`config.mk`:
```
export PLATFORM = sky130hd
export DESIGN_NAME = param_seq_detector_flat
export DESIGN_NICKNAME = d
export VERILOG_FILES = /design/src/rtl/param_seq_detector_pkg.sv /design/src/rtl/param_seq_detector_if.sv /design/src/rtl/param_seq_detector_hist.sv /design/src/rtl/param_seq_detector.sv /design/src/flat_wrapper.sv
export SDC_FILE = /design/constraint.sdc
export NUM_CORES = 1
export LEC_CHECK = 0
export BUFFER_PORTS_ARGS = -buffer_cell sky130_fd_sc_hd__buf_2
export CAP_MARGIN = 20
export CORE_UTILIZATION = 57
export DETAILED_ROUTE_END_ITERATION = 10
export PLACE_DENSITY = 0.79
export SLEW_MARGIN = 10
export SYNTH_ARGS = -nofsm -noshare
export SYNTH_HDL_FRONTEND = slang
export SYNTH_SLANG_ARGS = --single-unit
```
`constraint.sdc`:
```
create_clock -name clk -period 5 [get_ports clk]
set_clock_uncertainty 0.1 [all_clocks]
set_input_delay 1 -clock clk [delete_from_list [all_inputs] [get_ports clk]]
set_output_delay 1 -clock clk [all_outputs]
set_load 0.005 [all_outputs]
```
`src/rtl/param_seq_detector_pkg.sv`:
```
// ----------------------------------------------------------------------------
// seq_det_pkg
//   Shared types and helpers for the parametrised serial pattern detector.
//   - state_t     : detector FSM states (2-bit encoding)
//   - LEN_W       : length-field width for the default PAT_W of 8
//   - masked_eq   : compares the low 'len' bits of two vectors
//   - clamp_len   : limits a requested length to the history depth
// ----------------------------------------------------------------------------
package seq_det_pkg;

    typedef enum logic [1:0] {
        FILL  = 2'd0,
        ARMED = 2'd1,
        HIT   = 2'd2,
        LOCK  = 2'd3
    } state_t;

    localparam int DEF_PAT_W = 8;
    localparam int LEN_W     = $clog2(DEF_PAT_W + 1);

    // Widest pattern the compare helper supports; callers zero-extend.
    localparam int MAX_W = 32;

    function automatic logic masked_eq(input logic [MAX_W-1:0] a,
                                       input logic [MAX_W-1:0] b,
                                       input int unsigned      len);
        logic [MAX_W-1:0] mask;
        mask = '0;
        for (int unsigned i = 0; i < MAX_W; i++) begin
            mask[i] = (i < len);
        end
        return ((a ^ b) & mask) == '0;
    endfunction

    function automatic int unsigned clamp_len(input int unsigned len,
                                              input int unsigned max_len);
        return (len > max_len) ? max_len : len;
    endfunction

endpackage

```
`src/rtl/param_seq_detector_if.sv`:
```
// ----------------------------------------------------------------------------
// param_seq_detector_if
//   Serial input, configuration and status bundle of param_seq_detector.
//   master : bit source / configuration side (drives in_bit, in_valid, cfg_*,
//            clear; observes match, match_cnt, armed)
//   slave  : the detector
// ----------------------------------------------------------------------------
interface param_seq_detector_if #(
    parameter int PAT_W = 8,
    parameter int CNT_W = 8
);
    localparam int LEN_W = $clog2(PAT_W + 1);

    logic             in_bit;
    logic             in_valid;
    logic             cfg_load;
    logic [PAT_W-1:0] cfg_pattern;
    logic [LEN_W-1:0] cfg_len;
    logic             cfg_overlap;
    logic             cfg_sticky;
    logic             clear;
    logic             match;
    logic [CNT_W-1:0] match_cnt;
    logic             armed;

    modport master (
        output in_bit, in_valid, cfg_load, cfg_pattern, cfg_len,
               cfg_overlap, cfg_sticky, clear,
        input  match, match_cnt, armed
    );

    modport slave (
        input  in_bit, in_valid, cfg_load, cfg_pattern, cfg_len,
               cfg_overlap, cfg_sticky, clear,
        output match, match_cnt, armed
    );

endinterface

```
`src/rtl/param_seq_detector_hist.sv`:
```
// ----------------------------------------------------------------------------
// seq_det_hist
//   Bit history shift register, fill counter and masked pattern comparator.
//   Ports:
//     clk, reset_n  clock, async active-low reset
//     in_bit        serial data bit
//     shift_en      accept in_bit this cycle
//     flush         clear history and fill (configuration load)
//     overlap       1 = keep fill after a hit, 0 = restart fill
//     pat, len      active pattern and (clamped) length
//     hit           next-state history completes the pattern
//     fill          current number of valid history bits (saturating)
//     fill_nxt      fill value loaded at the coming edge
// ----------------------------------------------------------------------------
module seq_det_hist
    import seq_det_pkg::*;
#(
    parameter int PAT_W = 8
) (
    input  logic                         clk,
    input  logic                         reset_n,
    input  logic                         in_bit,
    input  logic                         shift_en,
    input  logic                         flush,
    input  logic                         overlap,
    input  logic [PAT_W-1:0]             pat,
    input  logic [$clog2(PAT_W+1)-1:0]   len,
    output logic                         hit,
    output logic [$clog2(PAT_W+1)-1:0]   fill,
    output logic [$clog2(PAT_W+1)-1:0]   fill_nxt
);
    localparam int LW = $clog2(PAT_W + 1);

    logic [PAT_W-1:0] hist_q;
    logic [PAT_W-1:0] hist_nxt;
    logic [LW-1:0]    fill_q;
    logic [LW-1:0]    fill_inc;

    always_comb begin
        hist_nxt = hist_q;
        fill_inc = fill_q;
        if (shift_en) begin
            hist_nxt = {hist_q[PAT_W-2:0], in_bit};
            fill_inc = (fill_q == LW'(PAT_W)) ? fill_q : fill_q + 1'b1;
        end
    end

    // A hit needs a freshly accepted bit, otherwise a matching history would
    // re-trigger every idle cycle.
    always_comb begin
        hit = shift_en && (len != '0) && (fill_inc >= len) &&
              masked_eq(MAX_W'(hist_nxt), MAX_W'(pat), int'(len));
    end

    always_comb begin
        fill_nxt = fill_inc;
        if (flush || (hit && !overlap)) begin
            fill_nxt = '0;
        end
    end

    always_ff @(posedge clk or negedge reset_n) begin
        if (!reset_n) begin
            hist_q <= '0;
            fill_q <= '0;
        end else begin
            hist_q <= flush ? '0 : hist_nxt;
            fill_q <= fill_nxt;
        end
    end

    assign fill = fill_q;

endmodule

```
`src/rtl/param_seq_detector.sv`:
```
// ----------------------------------------------------------------------------
// param_seq_detector
//   Moore serial pattern detector with runtime pattern/length, input
//   qualifier, overlap/non-overlap, pulse/sticky match and saturating counter.
//   Ports:
//     clk      system clock, rising edge
//     reset_n  asynchronous active-low reset
//     bus      param_seq_detector_if.slave (in_bit, in_valid, cfg_*, clear,
//              match, match_cnt, armed)
// ----------------------------------------------------------------------------
module param_seq_detector
    import seq_det_pkg::*;
#(
    parameter int               PAT_W   = 8,
    parameter int               CNT_W   = 8,
    parameter logic [PAT_W-1:0] DEF_PAT = PAT_W'(9),
    parameter int               DEF_LEN = 4
) (
    input  logic                 clk,
    input  logic                 reset_n,
    param_seq_detector_if.slave  bus
);
    localparam int LW = $clog2(PAT_W + 1);

    state_t           state_q;
    state_t           state_d;
    logic [PAT_W-1:0] pat_q;
    logic [LW-1:0]    len_q;
    logic [CNT_W-1:0] cnt_q;
    logic             hit;
    logic [LW-1:0]    fill;
    logic [LW-1:0]    fill_nxt;
    state_t           settle;

    seq_det_hist #(
        .PAT_W (PAT_W)
    ) u_hist (
        .clk      (clk),
        .reset_n  (reset_n),
        .in_bit   (bus.in_bit),
        .shift_en (bus.in_valid && !bus.cfg_load),
        .flush    (bus.cfg_load),
        .overlap  (bus.cfg_overlap),
        .pat      (pat_q),
        .len      (len_q),
        .hit      (hit),
        .fill     (fill),
        .fill_nxt (fill_nxt)
    );

    // Configuration registers; length is stored already clamped.
    always_ff @(posedge clk or negedge reset_n) begin
        if (!reset_n) begin
            pat_q <= DEF_PAT;
            len_q <= LW'(clamp_len(DEF_LEN, PAT_W));
        end else if (bus.cfg_load) begin
            pat_q <= bus.cfg_pattern;
            len_q <= LW'(clamp_len(int'(bus.cfg_len), PAT_W));
        end
    end

    // State register
    always_ff @(posedge clk or negedge reset_n) begin
        if (!reset_n) begin
            state_q <= FILL;
        end else begin
            state_q <= state_d;
        end
    end

    // Next-state logic. Leaving HIT/LOCK lands in ARMED or FILL depending on
    // the fill level, which already reflects the overlap setting.
    always_comb begin
        settle  = (fill_nxt >= len_q) ? ARMED : FILL;
        state_d = state_q;
        if (bus.cfg_load || (len_q == '0)) begin
            state_d = FILL;
        end else if (hit) begin
            state_d = (bus.cfg_sticky || state_q == LOCK) ? LOCK : HIT;
        end else begin
            unique case (state_q)
                FILL, ARMED: state_d = settle;
                HIT:         state_d = (bus.cfg_sticky && !bus.clear) ? LOCK : settle;
                LOCK:        state_d = bus.clear ? settle : LOCK;
                default:     state_d = FILL;
            endcase
        end
    end

    // Outputs
    always_comb begin
        bus.match     = (state_q == HIT) || (state_q == LOCK);
        bus.armed     = (len_q != '0) && (fill >= len_q);
        bus.match_cnt = cnt_q;
    end

    // Saturating match counter; a hit in the same cycle as clear restarts at 1.
    always_ff @(posedge clk or negedge reset_n) begin
        if (!reset_n) begin
            cnt_q <= '0;
        end else if (bus.cfg_load) begin
            cnt_q <= '0;
        end else if (hit) begin
            if (bus.clear) begin
                cnt_q <= CNT_W'(1);
            end else if (!(&cnt_q)) begin
                cnt_q <= cnt_q + 1'b1;
            end
        end else if (bus.clear) begin
            cnt_q <= '0;
        end
    end

endmodule

```
`src/flat_wrapper.sv`:
```
// flat-port wrapper written by rule: the top's interface ports become plain ports
module param_seq_detector_flat import seq_det_pkg::*;
#(
    parameter int               PAT_W   = 8,
    parameter int               CNT_W   = 8,
    parameter logic [PAT_W-1:0] DEF_PAT = PAT_W'(9),
    parameter int               DEF_LEN = 4
)
  (clk, reset_n, bus_in_bit, bus_in_valid, bus_cfg_load, bus_cfg_pattern, bus_cfg_len, bus_cfg_overlap, bus_cfg_sticky, bus_clear, bus_match, bus_match_cnt, bus_armed);
  param_seq_detector_if #(.PAT_W(PAT_W), .CNT_W(CNT_W)) bus_i ();
  input  logic clk;
  input  logic reset_n;
  input wire logic [$bits(bus_i.in_bit)-1:0] bus_in_bit;
  input wire logic [$bits(bus_i.in_valid)-1:0] bus_in_valid;
  input wire logic [$bits(bus_i.cfg_load)-1:0] bus_cfg_load;
  input wire logic [$bits(bus_i.cfg_pattern)-1:0] bus_cfg_pattern;
  input wire logic [$bits(bus_i.cfg_len)-1:0] bus_cfg_len;
  input wire logic [$bits(bus_i.cfg_overlap)-1:0] bus_cfg_overlap;
  input wire logic [$bits(bus_i.cfg_sticky)-1:0] bus_cfg_sticky;
  input wire logic [$bits(bus_i.clear)-1:0] bus_clear;
  output wire logic [$bits(bus_i.match)-1:0] bus_match;
  output wire logic [$bits(bus_i.match_cnt)-1:0] bus_match_cnt;
  output wire logic [$bits(bus_i.armed)-1:0] bus_armed;
  assign bus_i.in_bit = bus_in_bit;
  assign bus_i.in_valid = bus_in_valid;
  assign bus_i.cfg_load = bus_cfg_load;
  assign bus_i.cfg_pattern = bus_cfg_pattern;
  assign bus_i.cfg_len = bus_cfg_len;
  assign bus_i.cfg_overlap = bus_cfg_overlap;
  assign bus_i.cfg_sticky = bus_cfg_sticky;
  assign bus_i.clear = bus_clear;
  assign bus_match = bus_i.match;
  assign bus_match_cnt = bus_i.match_cnt;
  assign bus_armed = bus_i.armed;
  param_seq_detector #(.PAT_W(PAT_W), .CNT_W(CNT_W), .DEF_PAT(DEF_PAT), .DEF_LEN(DEF_LEN)) u_core (.clk(clk), .reset_n(reset_n), .bus(bus_i));
endmodule
```
Word level (Yosys, flattened, before mapping)
Index checks and enable logic that the tools add are counted.
Widths: inputs -> output; s select.
{"block": "word_totals", "reg_bits": 34, "latchBits": 0, "mem_bits_rw": 0, "mem_bits_ro": 0, "in_bits": 20, "output_inout_bits": 10, "elab_cells": 74, "mem_count": 0}
{"block": "op_classes", "add_sub_neg": 2, "n_mul": 0, "div": 0, "magnitude_cmp": 19, "n_eq_ne": 5, "shift": 0, "n_mux": 18, "bitwise_logic": 2, "n_reduce_logical": 22}
{"operator": "$mux 8", "count": 7}
{"operator": "$logic_not 32->1", "count": 1}
{"operator": "$lt 4x4->1 const A", "count": 7}
{"operator": "$lt 3x4->1 const A", "count": 4}
{"operator": "$mux 4", "count": 4}
{"operator": "$and 8x15->15", "count": 1}
{"operator": "$ge 4x4->1", "count": 3}
{"operator": "$add 8x1->8 const B", "count": 1}
{"operator": "$lt 1x4->1 const A", "count": 2}
{"operator": "$lt 2x4->1 const A", "count": 2}
{"operator": "$mux 2", "count": 4}
{"operator": "$reduce_and 8->1", "count": 1}
{"operator": "$xor 8x8->8", "count": 1}
{"operator": "$logic_and 1x1->1", "count": 7}
{"operator": "$pmux 2 s3", "count": 1}
{"operator": "$add 4x1->4 const B", "count": 1}
{"operator": "$eq 2x2->1 const B", "count": 2}
{"operator": "$eq 4x4->1 const B", "count": 1}
{"operator": "$gt 4x4->1 const B", "count": 1}
{"operator": "$logic_not 4->1", "count": 1}
{"operator": "$logic_or 1x1->1", "count": 4}
{"operator": "$reduce_bool 4->1", "count": 1}
{"operator": "$logic_not 1->1", "count": 3}
{"operator": "$ne 3x3->1 const B", "count": 1}
{"operator": "6 further kinds", "count": 7}

Logic depth before layout (Yosys ltp)
Gate-level depths: netlist of run 1.
{"block": "depth", "word_depth": 16, "ltp_mapped": 19, "ltp_nobuf": 19}

Hierarchy
A second synthesis of run 1 with hierarchy kept.
{"block": "hier_totals", "hier_cells": 204, "area_unflattened_um2": 2067.0}
{"mod": "param_seq_detector", "instances": 1, "cells_each": 114, "area_per_inst_um2": 1199.9, "seq_area_each_um2": 554.3}
{"mod": "seq_det_hist", "instances": 1, "cells_each": 90, "area_per_inst_um2": 867.1, "seq_area_each_um2": 300.3}

Least setup slack after synthesis of run 1
Ideal clock, no wire load.
{"block": "synth_timing", "kind": "input port to flip-flop", "startpoint": "input bus_in_valid", "endpoint": "register u_core.state_q[0]", "setup_time_ns": 0.154, "t_arrival_ns": 4.137, "required_ns": 4.746, "setup_slack_ns": 0.610, "path_stages": 17, "n_path_buf": 1, "path_cell_list": "buf_6 -> and2b_1 -> nand2_1 -> mux2_2 -> ha_1 -> o21ai_0 -> a21oi_1 -> o221a_1 -> nand4_1 -> o21bai_1 -> or2_2 -> ha_1 -> nand2b_1 -> a21o_1 -> a21o_1 -> a2111oi_2 -> a2111oi_2"}
{"block": "synth_via", "elab_chain_len": 15, "elab_cells_between_ends": 20, "cone_classes": "2 x order compare; 9 x mux; 2 x bitwise; 7 x reduce/logical"}
{"item": "start, declared", "line": "flat_wrapper.sv:14", "source": "input wire logic [$bits(bus_i.in_valid)-1:0] bus_in_valid;"}
{"item": "$logic_and 1x1->1 (*)", "line": "param_seq_detector.sv:41", "source": ".shift_en (bus.in_valid && !bus.cfg_load),"}
{"item": "$mux 8", "line": "param_seq_detector_hist.sv:42", "source": "if (shift_en) begin"}
{"item": "$xor 8x8->8", "line": "param_seq_detector_pkg.sv:32", "source": "return ((a ^ b) & mask) == '0;"}
{"item": "$and 8x15->15", "line": "param_seq_detector_pkg.sv:32"}
{"item": "$logic_not 32->1", "line": "param_seq_detector_pkg.sv:32"}
{"item": "$logic_and 1x1->1", "line": "param_seq_detector_hist.sv:51", "source": "hit = shift_en && (len != '0) && (fill_inc >= len) &&"}
{"item": "$logic_and 1x1->1", "line": "param_seq_detector_hist.sv:57", "source": "if (flush || (hit && !overlap)) begin"}
{"item": "$logic_or 1x1->1", "line": "param_seq_detector_hist.sv:57"}
{"item": "$mux 4", "line": "param_seq_detector_hist.sv:57"}
{"item": "$ge 4x4->1", "line": "param_seq_detector.sv:74", "source": "settle = (fill_nxt >= len_q) ? ARMED : FILL;"}
{"item": "$mux 1", "line": "param_seq_detector.sv:74"}
{"item": "$mux 2 (on tied branches)", "line": "param_seq_detector.sv:84, param_seq_detector.sv:83"}
{"item": "$pmux 2 s3", "line": "param_seq_detector.sv:81", "source": "unique case (state_q)"}
{"item": "$mux 2 (*)", "line": "param_seq_detector.sv:78", "source": "end else if (hit) begin"}
{"item": "$mux 2 (*)", "line": "param_seq_detector.sv:76", "source": "if (bus.cfg_load || (len_q == '0)) begin"}
{"item": "named net u_core.state_d[0]", "line": "param_seq_detector.sv:26", "source": "state_t state_d;"}
{"item": "end signal, assigned", "line": "param_seq_detector.sv:67", "source": "state_q <= state_d;"}
{"item": "end, declared", "line": "param_seq_detector.sv:25", "source": "state_t state_q;"}
Mark *: on every way through the listed nets, which the timed path passes. The rest lies on a longest branch.
A chain may end at the register's enable or synchronous reset.

Final worst setup path of run 1
{"block": "layout_timing", "startpoint": "input bus_cfg_load", "endpoint": "register u_core.state_q[0]"}
{"block": "layout_via", "elab_chain_len": 16, "elab_cells_between_ends": 22, "cone_classes": "2 x order compare; 9 x mux; 2 x bitwise; 9 x reduce/logical"}
{"item": "start, declared", "line": "flat_wrapper.sv:15", "source": "input wire logic [$bits(bus_i.cfg_load)-1:0] bus_cfg_load;"}
{"item": "$logic_not 1->1", "line": "param_seq_detector.sv:41"}
{"item": "$logic_and 1x1->1", "line": "param_seq_detector.sv:41"}
{"item": "$mux 8", "line": "param_seq_detector_hist.sv:42"}
{"item": "$xor 8x8->8", "line": "param_seq_detector_pkg.sv:32"}
{"item": "$and 8x15->15", "line": "param_seq_detector_pkg.sv:32"}
{"item": "$logic_not 32->1", "line": "param_seq_detector_pkg.sv:32"}
{"item": "$logic_and 1x1->1", "line": "param_seq_detector_hist.sv:51"}
{"item": "$logic_and 1x1->1", "line": "param_seq_detector_hist.sv:57"}
{"item": "$logic_or 1x1->1", "line": "param_seq_detector_hist.sv:57"}
{"item": "$mux 4", "line": "param_seq_detector_hist.sv:57"}
{"item": "$ge 4x4->1", "line": "param_seq_detector.sv:74"}
{"item": "$mux 1", "line": "param_seq_detector.sv:74"}
{"item": "$mux 2 (on tied branches)", "line": "param_seq_detector.sv:84, param_seq_detector.sv:83"}
{"item": "$pmux 2 s3", "line": "param_seq_detector.sv:81"}
{"item": "$mux 2", "line": "param_seq_detector.sv:78"}
{"item": "$mux 2 (*)", "line": "param_seq_detector.sv:76"}
{"item": "named net u_core.state_d[0]", "line": "param_seq_detector.sv:26"}
Marked as above.

==> results of run 1 <==
final timing paths:
path,start,endpoint,slack [ps],cells after the start
max,bus_cfg_load,u_core.state_q[0],720,17
min,u_core.pat_q[7],u_core.pat_q[7],430,1
max reg2reg,u_core.u_hist.fill[0],u_core.state_q[0],1080,18
min reg2reg,u_core.pat_q[7],u_core.pat_q[7],430,1
max in group asynchronous,reset_n,u_core.pat_q[5],3660,1
min in group asynchronous,reset_n,u_core.state_q[0],660,1
power breakdown:
group	leakage (uW)	switching (uW)	total (uW)	internal (uW)
registers	0.000445	12.4	301	289
clock network	0.0000683	108	307	200
logic	0.000706	53.2	99.7	46.4
sequential cells by signal, indices dropped and copies added (netlist names):
name / cells
u_core.len_q: 4
u_core.state_q: 2
u_core.pat_q: 8
u_core.bus.match_cnt: 8
u_core.u_hist.hist_q: 8
u_core.u_hist.fill: 4
cells in the final DEF (no fill, tap or decap), types with 2 or more instances in the layout:
cell type	instances
dfrtp_1	31
buf_2	29
nor2_1	19
ha_1	15
mux2i_1	14
o21ai_0	13
nor2b_1	13
nand2_1	12
a21oi_1	9
mux2_2	9
inv_1	8
and3_1	6
nor3_1	5
clkbuf_8	5
xnor2_1	4
xor2_1	4
a21o_1	4
a31oi_1	3
nand3_1	3
a41o_1	3
buf_4	3
dfstp_2	3
nand4_1	2
or2_2	2
nand2b_1	2
a2111oi_2	2
and4b_1	2
bufinv_16	2
kinds of logic after synthesis:
logic type / Yosys count / synth area share (%)
and+or+nand+nor: 73 / 18.2
AOI/OAI and AO/OA: 44 / 14.2
DFF: 34 / 40.0
muxes: 23 / 11.3
buffers and inverters: 17 / 4.22
adders and majority gates: 15 / 8.79
xor gates and xnor gates: 8 / 3.28
synthesized netlist by cell type (2+ instances only):
cell	count	area, um^2
a2111oi_2	2	30.0
a21o_1	4	30.0
a21oi_1	9	45.0
a31oi_1	3	18.8
a41o_1	3	30.0
and3_1	6	37.5
and4b_1	2	20.0
buf_1	3	11.3
buf_6	3	33.8
clkbuf_1	2	7.51
dfrtp_1	31	776
dfstp_2	3	78.8
ha_1	15	188
inv_1	8	30.0
mux2_2	9	101
mux2i_1	14	140
nand2_1	12	45.0
nand2b_1	2	12.5
nand3_1	3	15.0
nand4_1	2	12.5
nor2_1	19	71.3
nor2b_1	13	81.3
nor3_1	5	25.0
o21ai_0	13	65.1
or2_2	2	12.5
xnor2_1	4	35.0
xor2_1	4	35.0
cell type report:
type                       count  area, um^2
clock buffer                   5        68.8
fill                         298        1030
inverter                       8        30.0
timing repair buffer          32         168
clock inverter                 3        68.8
tap                           46        57.6
multi-input combinational    163        1190
sequential                    34         855
routing by layer:
layer | GRT usage [%] | share of wire, % | up-vias
met5 | 0 | 0 | -
met4 | 12.8 | 1.9 | 0
met2 | 40.9 | 50 | 29
li1 | - | - | 826
met1 | 29.5 | 45 | 817
met3 | 5.98 | 3.0 | 9
metrics by stage:
step | util, % | setup slack [ps] | total power (uW)
finish | 70.3 | 721 | 708
global route | 70.3 | 360 | 739
CTS | 70.3 | 690 | 712
detailed placement | 66.3 | 406 | 405
global placement | 66.3 | 484 | 403
floorplan | - | 610 | 374
==> results.sh, run 1 <==
export IMPL_grt_pass1_wl_um=7550
export IMPL_crit_fanout=7
export IMPL_drv_cap=0
export IMPL_crit_path_end_kind="register"
export IMPL_synth_edf_count=0
export IMPL_p_per_area_nw_per_um2=290
export IMPL_p_leak_uw=0.00122
export IMPL_post_dp_cell_area_um2=2300
export IMPL_netlist_area_um2=2130
export IMPL_drtIter0Drc=80
export IMPL_yosys_warnings=0
export IMPL_crit_arrival_ps=4320
export IMPL_vias_per_cell=5.78
export IMPL_root_buffer="clkbuf_8"
export IMPL_ios=30
export IMPL_rsz0062_at_grt="false"
export IMPL_clockBufferDepth=2
export IMPL_worstMarginPinSlew_ps=981
export IMPL_synth_seq_area_share_pct=40.0
export IMPL_fin_cells=291
export IMPL_synthArstFlopShare_pct=100
export IMPL_drt_pass1_iter_count=4
export IMPL_synth_cells=214
export IMPL_synth_flop_cell="dfrtp_1"
export IMPL_tritoncts="yes"
export IMPL_setup_tns_ps=0
export IMPL_relSlewSlack_pct=34.0
export IMPL_postRouteAntennaNets=0
export IMPL_crit_required_ps=5040
export IMPL_cts_buffers=5
export IMPL_clk_pin_slew_ps=70
export IMPL_die_area_um2=3990
export IMPL_hold_path_class="register to register"
export IMPL_critical_path_class="input port to register"
export IMPL_n_antenna_cell=0
export IMPL_fmax_mhz=234
export IMPL_vias=1681
export IMPL_grt_max_degree=35
export IMPL_synth_seq_cells=34
export IMPL_grt_pass1_vias=1728
export IMPL_drive_gt1_share_pct=24.1
export IMPL_route_detailed_drc=0
export IMPL_fin_hold_ws_ps=434
export IMPL_nets=279
export IMPL_cp_start_kind="input port"
export IMPL_clk_insertion_delay_late_ps=300
export IMPL_fp_dieH_um=63.2
export IMPL_port_buffers=29
export IMPL_grt_use_total_pct=24.6
export IMPL_coreArea_um2=3470
export IMPL_synth_fp_nets=249
export IMPL_die_w_um=63.2
export IMPL_hpwl_um=3010
export IMPL_status="complete, no violations"
export IMPL_finalHoldViolations=0
export IMPL_area_growth_pct=14.2
export IMPL_cpLargestDelayFamily="compound AO/OA/AOI/OAI gates"
export IMPL_dpl_cell_count=283
export IMPL_clock_sinks=34
export IMPL_avgRoutedWirePerCell_um=14.7
export IMPL_setup_violations=0
export IMPL_critical_path_cell_chain="buf_2 -> and2b_1 -> o21ai_0 -> xnor2_1 -> ha_1 -> o21ai_0 -> a21oi_1 -> o221a_1 -> nand4_1 -> o21bai_1 -> or2_2 -> ha_1 -> nand2b_1 -> a21o_1 -> a21o_1 -> a2111oi_2 -> a2111oi_2"
export IMPL_max_stage_delay_ps=380
export IMPL_overflow=0
export IMPL_start_util_pct=61.5
export IMPL_path_buf_inv=1
export IMPL_num_rows=21
export IMPL_syn_mean_instance_area_um2=9.97
export IMPL_post_cts_buffers=0
export IMPL_final_area_um2=2440
export IMPL_postCtsResizedCells=0
export IMPL_htreeDepth=2
export IMPL_place_gp_congestion=0.896
export IMPL_critPathSlowestCell="a2111oi_2"
export IMPL_vdd_drop_max_uv=175
export IMPL_period_needed_ps=4280
export IMPL_routed_wl_um=4280
export IMPL_cts_hold_buf=0
export IMPL_synth_cell_type_count=45
export IMPL_grt_antenna_before_repair=0
export IMPL_min_period_over_period_pct=85.6
export IMPL_slew_viol_final=0
No activity file was read; power rests on OpenSTA's default activity.
==> inputs of run 2 (changes only) <==
--- a/config.mk
+++ b/config.mk
@@ -7,9 +7,11 @@
 export LEC_CHECK = 0
 export BUFFER_PORTS_ARGS = -buffer_cell sky130_fd_sc_hd__buf_2
 export CAP_MARGIN = 20
+export CORE_MARGIN = 2
 export CORE_UTILIZATION = 57
 export DETAILED_ROUTE_END_ITERATION = 10
-export PLACE_DENSITY = 0.79
+export GPL_ROUTABILITY_DRIVEN = 0
+export PLACE_DENSITY_LB_ADDON = 0.05
 export SLEW_MARGIN = 10
 export SYNTH_ARGS = -nofsm -noshare
 export SYNTH_HDL_FRONTEND = slang
==> run 2 against run 1 <==
Against the previous run:
- first-iteration DRC count grew 2.5%
- critical endpoint unchanged
- flip-flop and latch count is the same
- fmax shrank 3.7%
- combinational power is essentially flat
- count of clock-buffer cells in the layout is the same
- final cell count grew 0.34%
- cell area shrank 1.4%
- worst setup slack lost 170 ps
- utilization shrank 4.1 points
- critical path depth is the same
- critical path type unchanged
==> results.sh, run 2 (synthesis gave the netlist of run 1 again) <==
export IMPL_dpl_cell_count=284
export IMPL_final_cell_mix="dfrtp_1 (31), buf_2 (29), nor2_1 (19), ha_1 (15), mux2i_1 (14)"
export IMPL_grt_antenna_before_repair=0
export IMPL_port_buffers=29
export IMPL_routed_wl_um=4460
export IMPL_crit_arrival_ps=4470
export IMPL_coreArea_um2=3630
export IMPL_comb_power_share_pct=15.4
export IMPL_num_rows=22
export IMPL_fill_cells=327
export IMPL_critical_path_cell_chain="buf_2 -> and2b_1 -> o21ai_0 -> xnor2_1 -> ha_1 -> o21ai_0 -> a21oi_1 -> o221a_1 -> nand4_1 -> o21bai_1 -> or2_2 -> ha_1 -> nand2b_1 -> a21o_1 -> a21o_1 -> a2111oi_2 -> a2111oi_2"
export IMPL_post_dp_cell_area_um2=2290
export IMPL_dp_slack_ps=304
export IMPL_setup_violations=0
export IMPL_crit_required_ps=5030
export IMPL_power_switching_uw=169
export IMPL_setup_tns_ps=0
export IMPL_htreeDepth=2
export IMPL_clk_pin_slew_ps=70
export IMPL_post_cts_buffers=0
export IMPL_route_detailed_drc=0
export IMPL_overflow=0
export IMPL_clk_insertion_delay_late_ps=290
export IMPL_tritoncts="yes"
export IMPL_max_stage_delay_ps=390
export IMPL_nets=278
export IMPL_cts_buffers=5
export IMPL_p_per_area_nw_per_um2=271
export IMPL_vias_per_cell=5.81
export IMPL_fmax_mhz=225
export IMPL_die_w_um=65.2
export IMPL_slew_viol_final=0
export IMPL_area_growth_pct=12.6
export IMPL_root_buffer="clkbuf_8"
export IMPL_rsz0062_at_grt="false"
export IMPL_start_util_pct=58.7
export IMPL_fp_dieH_um=65.2
export IMPL_pwr_share_clk_pct=38.2
export IMPL_postCtsResizedCells=0
export IMPL_drive_gt1_share_pct=23.8
export IMPL_relSlewSlack_pct=29.8
export IMPL_drv_cap=0
export IMPL_die_area_um2=4250
export IMPL_path_buf_inv=1
export IMPL_critical_path_class="input port to register"
export IMPL_hold_path_class="register to register"
export IMPL_drtIter0Drc=82
export IMPL_vdd_drop_max_uv=190
export IMPL_p_leak_uw=0.00120
export IMPL_cts_hold_buf=0
export IMPL_final_common_cell="dfrtp_1"
export IMPL_power_uw=651
export IMPL_worstMarginPinSlew_ps=1040
export IMPL_cpLargestDelayFamily="compound AO/OA/AOI/OAI gates"
export IMPL_avgRoutedWirePerCell_um=15.3
export IMPL_critPathSlowestCell="a2111oi_2"
export IMPL_final_area_um2=2400
export IMPL_setup_ws_ps=555
export IMPL_drt_pass1_iter_count=4
export IMPL_grt_pass1_vias=1743
export IMPL_finalHoldViolations=0
export IMPL_crit_path_end_kind="register"
export IMPL_ios=30
export IMPL_fin_cells=292
export IMPL_min_period_over_period_pct=88.9
export IMPL_clock_sinks=34
export IMPL_n_antenna_cell=0
export IMPL_postRouteAntennaNets=0
export IMPL_vias=1697
export IMPL_grt_max_degree=35
export IMPL_period_needed_ps=4450
export IMPL_switching_share_pct=26.0
export IMPL_power_frac_seq_pct=46.4
export IMPL_hpwl_um=3280
export IMPL_clockBufferDepth=2
export IMPL_grt_use_total_pct=23.6
export IMPL_status="complete, no violations"
export IMPL_crit_fanout=7
export IMPL_internal_power_uw=482
export IMPL_cp_start_kind="input port"
export IMPL_grt_pass1_wl_um=7730
==> run 2: layout make-up <==
type / instances / area, um^2 / area share, %
Tap cell: 48 / 60.1 / 2.50
Timing Repair Buffer: 31 / 160 / 6.66
Sequential cell: 34 / 855 / 35.6
Multi-Input combinational cell: 163 / 1190 / 49.5
Clock inverter: 3 / 40.0 / 1.67
Inverter: 8 / 30.0 / 1.25
Clock buffer: 5 / 68.8 / 2.86
==> run 2: power groups by stage <==
| stage | Sequential (uW) | Combinational [uW] | Clock (uW) |
|---|---|---|---|
| global placement | 305 | 96.4 | 0 |
| global route | 303 | 113 | 266 |
| floorplan | 303 | 71.1 | 0 |
| finish | 302 | 100 | 249 |
| detailed placement | 306 | 101 | 0 |
| CTS | 301 | 101 | 255 |
==> run 2: routing by layer <==
metal / up-vias / track usage, % / share of wire, %
met1: 832 / 28.5 / 44
met5: - / 0 / 0
met4: 0 / 8.07 / 1.3
met2: 37 / 40.3 / 51
li1: 822 / - / -
met3: 6 / 6.68 / 3.8
==> run 2: final timing paths <==
| kind | startpoint | endpoint | slack [ps] | cells after the start |
|---|---|---|---|---|
| max in group asynchronous | reset_n | u_core.u_hist.hist_q[0] | 3640 | 1 |
| hold / removal | u_core.pat_q[1] | u_core.pat_q[1] | 430 | 1 |
| setup reg to reg | u_core.u_hist.fill[0] | u_core.state_q[0] | 920 | 18 |
| min in group asynchronous | reset_n | u_core.state_q[1] | 680 | 1 |
| setup / recovery | bus_cfg_load | u_core.state_q[0] | 550 | 17 |
| hold reg to reg | u_core.pat_q[1] | u_core.pat_q[1] | 430 | 1 |
==> run 2: through the flow <==
step / hold slack [ps] / util, %
floorplan: 386 / -
global placement: 414 / 63.2
detailed placement: 421 / 63.2
CTS: 437 / 66.2
global route: 451 / 66.2
finish: 434 / 66.2
==> inputs of run 3 (changes only) <==
--- a/config.mk
+++ b/config.mk
@@ -5,14 +5,14 @@
 export SDC_FILE = /design/constraint.sdc
 export NUM_CORES = 1
 export LEC_CHECK = 0
-export BUFFER_PORTS_ARGS = -buffer_cell sky130_fd_sc_hd__buf_2
 export CAP_MARGIN = 20
 export CORE_MARGIN = 2
-export CORE_UTILIZATION = 57
+export CORE_UTILIZATION = 60
 export DETAILED_ROUTE_END_ITERATION = 10
+export DONT_BUFFER_PORTS = 1
 export GPL_ROUTABILITY_DRIVEN = 0
 export PLACE_DENSITY_LB_ADDON = 0.05
-export SLEW_MARGIN = 10
+export RECOVER_POWER = 50
 export SYNTH_ARGS = -nofsm -noshare
 export SYNTH_HDL_FRONTEND = slang
 export SYNTH_SLANG_ARGS = --single-unit
==> run 3 against run 2 <==
Against the previous run:
- flip-flop and latch count stayed put
- utilization is 0.59 points lower
- worst setup slack better by 180 ps
- register-to-register slack worse by 40 ps
- clock power is 17% lower
- count of clock-buffer cells in the layout stayed put
- critical path depth is 1 lower
- fmax is 4.2% higher
- via count is 8.0% lower
- sequential power hardly changed
- total power is 9.8% lower
- critical path type unchanged
- largest power group unchanged
==> results.sh, run 3 (synthesis gave the netlist of run 1 again) <==
export IMPL_fin_util_pct=65.6
export IMPL_coreArea_um2=3390
export IMPL_fin_hold_ws_ps=229
export IMPL_setup_tns_ps=0
export IMPL_final_common_cell="dfrtp_1"
export IMPL_num_rows=21
export IMPL_grt_use_total_pct=22.6
export IMPL_die_w_um=63.6
export IMPL_grt_pass1_wl_um=7170
export IMPL_vdd_drop_max_uv=241
export IMPL_port_buffers=0
export IMPL_relSlewSlack_pct=61.3
export IMPL_overflow=0
export IMPL_crit_required_ps=5100
export IMPL_route_detailed_drc=0
export IMPL_min_period_over_period_pct=85.4
export IMPL_dp_slack_ps=410
export IMPL_area_growth_pct=4.10
export IMPL_fmax_mhz=234
export IMPL_p_per_area_nw_per_um2=264
export IMPL_grt_max_degree=35
export IMPL_routed_wl_um=4220
export IMPL_cts_hold_buf=0
export IMPL_critical_path_cell_chain="and2b_1 -> o21ai_0 -> xnor2_1 -> ha_1 -> o21ai_0 -> a21oi_1 -> o221a_1 -> nand4_1 -> o21bai_1 -> or2_2 -> ha_1 -> nand2b_1 -> a21o_1 -> a21o_1 -> a2111oi_2 -> a2111oi_2"
export IMPL_slew_viol_final=0
export IMPL_nets=248
export IMPL_cts_buffers=5
export IMPL_drt_pass1_iter_count=4
export IMPL_root_buffer="clkbuf_4"
export IMPL_vias_per_cell=6.01
export IMPL_n_antenna_cell=0
export IMPL_postCtsResizedCells=0
export IMPL_tritoncts="yes"
export IMPL_clk_insertion_delay_late_ps=340
export IMPL_postRouteAntennaNets=0
export IMPL_fin_cells=260
export IMPL_crit_arrival_ps=4370
export IMPL_post_cts_buffers=0
export IMPL_period_needed_ps=4270
export IMPL_drive_gt1_share_pct=13.1
export IMPL_crit_path_end_kind="register"
export IMPL_seq_area_um2=855
export IMPL_clk_pin_slew_ps=120
export IMPL_vias=1562
export IMPL_setup_ws_ps=732
export IMPL_grt_pass1_vias=1641
export IMPL_clock_sinks=34
export IMPL_critical_path_class="input port to register"
export IMPL_crit_fanout=32
export IMPL_worstMarginPinSlew_ps=581
export IMPL_dpl_cell_count=252
export IMPL_drv_cap=0
export IMPL_fp_dieH_um=63.6
export IMPL_multi_input_area_um2=1190
export IMPL_avgRoutedWirePerCell_um=16.2
export IMPL_max_stage_delay_ps=400
export IMPL_hpwl_um=3130
export IMPL_cp_start_kind="input port"
export IMPL_start_util_pct=63.0
export IMPL_hold_path_class="input port to asynchronous set/reset pin"
export IMPL_ios=30
export IMPL_status="complete, no violations"
export IMPL_drtIter0Drc=54
export IMPL_htreeDepth=2
export IMPL_final_cell_mix="dfrtp_1 (31), nor2_1 (19), ha_1 (15), mux2i_1 (14)"
export IMPL_setup_violations=0
export IMPL_finalHoldViolations=0
export IMPL_fill_cells=274
export IMPL_rsz0062_at_grt="false"
export IMPL_clockBufferDepth=2
export IMPL_grt_antenna_before_repair=0
export IMPL_p_leak_uw=0.00105
export IMPL_critPathSlowestCell="a2111oi_2"
export IMPL_die_area_um2=4050
## run 3: cell count changes in the layout (fill, tap and decap cells not counted)
cell / before / now
buf_2: 29 / 0
buf_4: 2 / 1
clkbuf_4: 0 / 5
clkbuf_8: 5 / 0
clkinv_2: 2 / 0
clkinvlp_4: 0 / 2
## run 3: metrics by stage
step,area [um^2],power (uW)
floorplan,2130,374
global placement,2140,382
detailed placement,2140,386
CTS,2220,592
global route,2220,612
finish,2220,587
## run 3: metal layers
| layer | vias to the layer above | global-route usage [%] | part of all wire [%] |
|---|---|---|---|
| li1 | 767 | - | - |
| met1 | 755 | 25.9 | 44 |
| met2 | 33 | 40.7 | 50 |
| met3 | 7 | 6.25 | 4.1 |
| met4 | 0 | 7.07 | 1.5 |
| met5 | - | 0 | 0 |
## run 3: worst max-delay path, delay by kind of cell
family                   cells  cell delay (ps)
AO/OA/AOI/OAI                9             1660
XOR/XNOR                     1              260
AND/OR/NAND/NOR              4              870
adder cells (fa/ha/maj)      2              560
## run 3: worst paths after layout
kind / depth (start not counted) / startpoint / endpoint / slack, ps
setup / recovery: 16 / bus_cfg_load / u_core.state_q[0] / 730
hold / removal: 0 / reset_n / u_core.bus.match_cnt[7] / 230
setup reg to reg: 18 / u_core.u_hist.fill[0] / u_core.state_q[0] / 880
hold reg to reg: 1 / u_core.pat_q[1] / u_core.pat_q[1] / 440
max in group asynchronous: 0 / reset_n / u_core.pat_q[3] / 4380
min in group clk: 1 / u_core.pat_q[1] / u_core.pat_q[1] / 440
## run 3: cell type report
type / instances / area share, %
Tap cell: 46 / 2.59
Inverter: 8 / 1.35
Clock buffer: 5 / 1.69
Timing Repair Buffer: 1 / 0.338
Multi-Input combinational cell: 163 / 53.5
Sequential cell: 34 / 38.5
Clock inverter: 3 / 2.03
## run 3: power breakdown
group	internal, uW	switching [uW]
registers	289	12.3
logic	40.5	39.6
clock network	105	101
